<file path="config.mk">
export PLATFORM = sky130hd
export DESIGN_NAME = fetch_sequencer
export DESIGN_NICKNAME = d
export VERILOG_FILES = /design/src/rtl/fetch_sequencer.sv
export SDC_FILE = /design/constraint.sdc
export NUM_CORES = 1
export LEC_CHECK = 0
export ABC_AREA = 1
export CELL_PAD_IN_SITES_DETAIL_PLACEMENT = 1
export CELL_PAD_IN_SITES_GLOBAL_PLACEMENT = 2
export CORE_MARGIN = 5
export CORE_UTILIZATION = 20
export DETAILED_ROUTE_END_ITERATION = 8
export PLACE_DENSITY = 0.85
export SYNTH_ARGS = -nofsm -noshare
export SYNTH_HDL_FRONTEND = slang
export SYNTH_SLANG_ARGS = --single-unit
export TNS_END_PERCENT = 10
</file>
<file path="constraint.sdc">
create_clock -name clk -period 1.18 [get_ports clk]
set_input_delay 0.236 -clock clk [delete_from_list [all_inputs] [get_ports clk]]
set_output_delay 0.236 -clock clk [all_outputs]
set_load 0.02 [all_outputs]
</file>
<file path="src/rtl/fetch_sequencer.sv">
// Fetch/sequencing stage of the 8-bit RISC core: owns the PC, drives the registered
// program ROM, and resolves HLT/SKZ/JMP locally while issuing all other opcodes.
module fetch_sequencer #(
    parameter int ADDR_W     = 5,
    parameter int DATA_W     = 8,
    parameter int OPC_W      = 3,
    parameter int START_ADDR = 0
) (
    input  logic              clk,
    input  logic              reset,
    output logic [ADDR_W-1:0] MEM_ADDR,
    input  logic [DATA_W-1:0] MEM_DOUT,
    input  logic              zero,
    input  logic              exec_done,
    input  logic              resume,
    output logic              instr_valid,
    output logic [OPC_W-1:0]  opcode,
    output logic [ADDR_W-1:0] operand,
    output logic [ADDR_W-1:0] pc,
    output logic              halted,
    output logic [1:0]        dbg_state
);

    if (DATA_W != OPC_W + ADDR_W) begin : g_bad_width
        $error("fetch_sequencer: DATA_W must equal OPC_W + ADDR_W");
    end

    typedef enum logic [1:0] {
        S_FETCH = 2'd0,
        S_LOAD  = 2'd1,
        S_ISSUE = 2'd2,
        S_HALT  = 2'd3
    } state_t;

    localparam logic [OPC_W-1:0]  OP_HLT    = OPC_W'(0);
    localparam logic [OPC_W-1:0]  OP_SKZ    = OPC_W'(1);
    localparam logic [OPC_W-1:0]  OP_JMP    = OPC_W'(7);
    localparam logic [ADDR_W-1:0] PC_RESET  = ADDR_W'(START_ADDR);

    state_t              state_q;
    logic [ADDR_W-1:0]   pc_q;
    logic [DATA_W-1:0]   ir_q;
    logic [ADDR_W-1:0]   pc_inc1;
    logic [ADDR_W-1:0]   pc_inc2;
    logic                is_local;

    assign opcode    = ir_q[DATA_W-1 -: OPC_W];
    assign operand   = ir_q[ADDR_W-1:0];
    assign pc        = pc_q;
    assign MEM_ADDR  = pc_q;
    assign halted    = (state_q == S_HALT);
    assign dbg_state = state_q;

    // Both increments wrap modulo 2^ADDR_W by truncation.
    assign pc_inc1  = pc_q + ADDR_W'(1);
    assign pc_inc2  = pc_q + ADDR_W'(2);
    assign is_local = (opcode == OP_HLT) || (opcode == OP_SKZ) || (opcode == OP_JMP);

    // Handshake: instr_valid is high in ISSUE for datapath opcodes; IR and PC hold
    // until the datapath raises exec_done, and that edge retires the instruction.
    assign instr_valid = (state_q == S_ISSUE) && !is_local;

    always_ff @(posedge clk or posedge reset) begin
        if (reset) begin
            state_q <= S_FETCH;
            pc_q    <= PC_RESET;
            ir_q    <= '0;
        end else begin
            case (state_q)
                S_FETCH: state_q <= S_LOAD;
                S_LOAD: begin
                    ir_q    <= MEM_DOUT;
                    state_q <= S_ISSUE;
                end
                S_ISSUE: begin
                    if (opcode == OP_HLT) begin
                        state_q <= S_HALT;
                    end else if (opcode == OP_JMP) begin
                        pc_q    <= operand;
                        state_q <= S_FETCH;
                    end else if (opcode == OP_SKZ) begin
                        pc_q    <= zero ? pc_inc2 : pc_inc1;
                        state_q <= S_FETCH;
                    end else if (exec_done) begin
                        pc_q    <= pc_inc1;
                        state_q <= S_FETCH;
                    end
                end
                S_HALT: begin
                    if (resume) begin
                        pc_q    <= pc_inc1;
                        state_q <= S_FETCH;
                    end
                end
                default: state_q <= S_FETCH;
            endcase
        end
    end

endmodule

</file>
# Word level (Yosys, flattened, before mapping)
# Index checks and enable logic that the tools add are counted.
# op_classes
muxes,13
n_reduce_logical,9
n_eq_ne,9
add_sub_neg,2
# ops
cell,count
5-bit 2-to-1 mux,6
2-bit 2-to-1 mux,5
5-bit case mux with 2 select lines,1
2-bit case mux with 4 select lines,1
"5-bit by 1-bit adder with 5-bit output, second input constant",1
"5-bit by 2-bit adder with 5-bit output, second input constant",1
"5-bit by 2-bit != test with 1-bit output, second input constant",1
"2-bit == test, second input constant",2
"2-bit != test, second input constant",2
"4-bit by 2-bit != test with 1-bit output, second input constant",1
4-bit AND reduction,1
"3-bit by 1-bit == test with 1-bit output, second input constant",1
"3-bit == test, second input constant",1
3-bit zero test,1
"2-bit by 1-bit == test with 1-bit output, second input constant",1
2-bit zero test,1
1-bit logical OR,2
2-bit AND reduction,1
2-bit nonzero test,1
1-bit logical AND,1
1-bit zero test,1
# totals
reg_bits,15
inputBits,13
output_inout_bits,22
word_cells,36

# Longest topological paths before layout
# logic_depth
depth_word,6
depth_mapped,9
ltp_nobuf,9

# Worst setup path after synthesis
# No wires, ideal clock.
# synth_timing
path_type,register -> register
start,register state_q[1] (netlist: dbg_state[1])
end,register state_q[1] (netlist: dbg_state[1])
setup_slack_ns,-0.248
t_required_ns,1.114
arrival_ns,1.361
synth_period_minus_slack_ns,1.428
stages_incl_launch_ff,9
setup_ns,0.066
path_buffers,0
path_cell_list,dfrtp_1 -> inv_1 -> nor2_2 -> nand2_1 -> nor2_1 -> nand2_1 -> nand3_1 -> nand2_1 -> nand2_1
# synth_via
elab_chain_cells,3
elab_cells_between_ends,8
classes_between,5 x eq/ne; 1 x mux; 2 x reduce/logical
# synth_rtl
element,line,rtl
from (decl),40,state_t state_q;
from (signal assigned),65,state_q <= S_FETCH;
from (signal assigned),70,S_FETCH: state_q <= S_LOAD;
from (signal assigned),73,state_q <= S_ISSUE;
2-bit == test,69,case (state_q)
5-bit by 2-bit != test with 1-bit output (no source line) / 2-bit != test (equally long branches),--,
2-bit AND reduction (no source line),--,
# Several ways; a longest one is shown, not always the timed one.
# A chain may end at the register's enable or synchronous reset.

# Worst setup path after layout
# layout_timing
start,register ir_q[6]
end,output port instr_valid
# layout_via
elab_chain_cells,5
elab_cells_between_ends,7
classes_between,2 x eq/ne; 5 x reduce/logical
# layout_rtl
element,line,rtl
from (decl),42,logic [DATA_W-1:0] ir_q;
from (signal assigned),67,ir_q <= '0;
from (signal assigned),72,ir_q <= MEM_DOUT;
3-bit by 1-bit == test with 1-bit output / 3-bit zero test (equally long branches),57,assign is_local = (opcode == OP_HLT) || (opcode == OP_SKZ) || (opcode == OP_JMP);
1-bit logical OR,57,
1-bit logical OR *,57,
1-bit zero test *,61,assign instr_valid = (state_q == S_ISSUE) && !is_local;
1-bit logical AND *,61,
to (decl),16,"output logic instr_valid,"
# Every way passes the cells marked *; elsewhere a longest branch is shown, timed or not.

==> results.ini <==
[status]
status=finished, violations left
violations=negative setup slack

[grt]
grt_overflow_total=0
gr-usage-all-layers=0.1097
grt_max_degree=16
antenna_found_initial=0
grt_pass1_wl_mm=5.306
grt_pass1_vias=1133

[floorplan]
start_util=0.2024
io_pins=35
core_mm2=0.004661
rows=25
die_area_mm2=0.006191
die_y_um=78.68
dieWidth_um=78.68

[timing]
finalSetupViolCount=13
slew_headroom=0.8687
tightest_slew_ns=0.1949
finalHoldViolations=0
report.final.slew_viol_count=0
setup_slack_ns=-0.2509
post-route-period-util=1.213
clock_skew_ns=0.001237
rsz0062_at_grt=true
hold-worst-slack_ns=0.2843
finalSetupTns_ns=-1.589
max_freq_mhz=698.9
period_needed_ns=1.431

[pwr]
power.leakage_nw=0.8227
peakVddDrop_mv=1.069
p_per_area_mw_per_mm2=3068

[clock_network]
cts_root_buf=clkbuf_8
path_clk_slew_ns=0.06
hold_buffers=0
clockBufferDepth=2
clkSinkCount=15
cts_tree=built
clk_latency_ns=0.25
cts_made_buffers=3
h-tree-depth=1

[final_layout]
syn_to_final_growth_pct=74.80
final_common_cell=nand2_1
fin_nets=212
drive_gt1_frac=0.4745
antennaDiodeCount=0
layout_common_cells=37 x nand2_1, 21 x buf_4, 17 x clkbuf_2, 13 x inv_1

[logic_synthesis]
syn_inst=134
synth.distinct_cells=18
syn-cell-area_um2=943.4
synth-edff-count=0
synth_seq_area_share=0.3979
synth-seq-cells=15
async_flop_share=1.000
ys.flop_type=dfrtp_1
syn_nets=149
syn_avg_cell_area_um2=7.040
yosys_warnings=0

[placement]
gp_congestion=0.8045
dpl.hpwl_mm=2.362
io_buffers=34
pre_cts_ws_ns=-0.3625

[worst_setup_path]
critPathKind=register to output pin
cp-start-kind=register
endpoint_kind=output pin
cp.required_ns=0.94
arrival_ns=1.19
cp_max_fo=3

[hold_path]
min_path_type=input pin to asynchronous set/reset pin

[route]
first_iter_violations=18
drcViolationCount=0
ant_nets=0
avgViaCountPerCell=4.176
via_count=1044
dr.pass1.iters=4
wl_mm=3.094
post_drt_wl_per_cell_um=12.38

[flow_run]
drv_cap=0

## registers in the layout, summed over array words and instances, names as in the netlist
signal     count
MEM_ADDR       5
ir_q           8
dbg_state      2
## final cells by class
cell class | count | area, um2
Fill cell | 569 | 3012
Multi-Input combinational cell | 94 | 563.0
Timing Repair Buffer | 64 | 513.0
Sequential cell | 15 | 384.1
Inverter | 19 | 76.32
Tap cell | 54 | 67.56
Clock buffer | 4 | 45.04
## cells by family after synthesis
logic type,count (synthesis),share of synthesized area
compound gates,9,0.04773
xor+xnor,3,0.02786
fa+ha+maj,2,0.02652
buf+inv,25,0.1233
flops,15,0.3979
simple gates,80,0.3767
## synth_stat cells (2+ instances only)
master / instances / area (um2)
nand2_1: 46 / 172.7
inv_1: 17 / 63.81
dfrtp_1: 15 / 375.4
nor2_1: 10 / 37.54
nand3_1: 8 / 40.04
o21ai_0: 7 / 35.03
buf_4: 6 / 45.04
nand4_1: 6 / 37.54
nor2_2: 5 / 31.28
nand2_2: 3 / 18.77
ha_1: 2 / 25.02
inv_2: 2 / 7.510
xnor2_1: 2 / 17.52
## layer usage
metal	share of wire	global-route usage	vias to the layer above
met2	0.50	0.1978	22
met3	0.044	0.01720	5
met1	0.44	0.1269	481
met5	0	0	-
met4	0.018	0.04720	0
li1	-	-	536
## path summary, 6_finish.rpt
path / start / end / slack (ns) / depth (start not counted)
setup / recovery: ir_q[6] / instr_valid / -0.25 / 5
hold / removal: reset / ir_q[0] / 0.28 / 3
setup reg to reg: ir_q[6] / MEM_ADDR[0] / -0.21 / 10
hold reg to reg: ir_q[1] / ir_q[1] / 0.56 / 2
max in group asynchronous: reset / ir_q[6] / 0.70 / 3
min in group clk: MEM_DOUT[6] / ir_q[6] / 0.52 / 3
## power by group
group	switching, W	internal [W]	leakage, nW
logic	0.00202	0.00160	0.625
registers	0.000214	0.000802	0.175
clock network	0.000192	0.000240	0.0228
## worst max-delay path, cell delays in order, from the launching register on
cell and delay [ns]:
dfrtp_2 0.42, buf_6 0.12, nor2_4 0.13, buf_6 0.11
nor2_4 0.03, buf_6 0.12
## per-stage QoR
stage | total power, W | instance area, um2 | util | std cells
global placement | 0.004290 | 1523 | 0.3267 | 242
finish | 0.005060 | 1649 | 0.3538 | 250
global route | 0.005525 | 1649 | 0.3538 | 250
detailed placement | 0.004350 | 1523 | 0.3267 | 242
floorplan | 0.002784 | 964.7 | - | 134
CTS | 0.004957 | 1654 | 0.3549 | 249
## timing repair
action / 4_1_cts / 5_1_grt
endpoints found under the setup margin: 37 / 37
pin swaps: 11 / 9
setup buffers: 3 / 1
gates resized for setup: 61 / 56
Power figures use the tool's default switching activity.
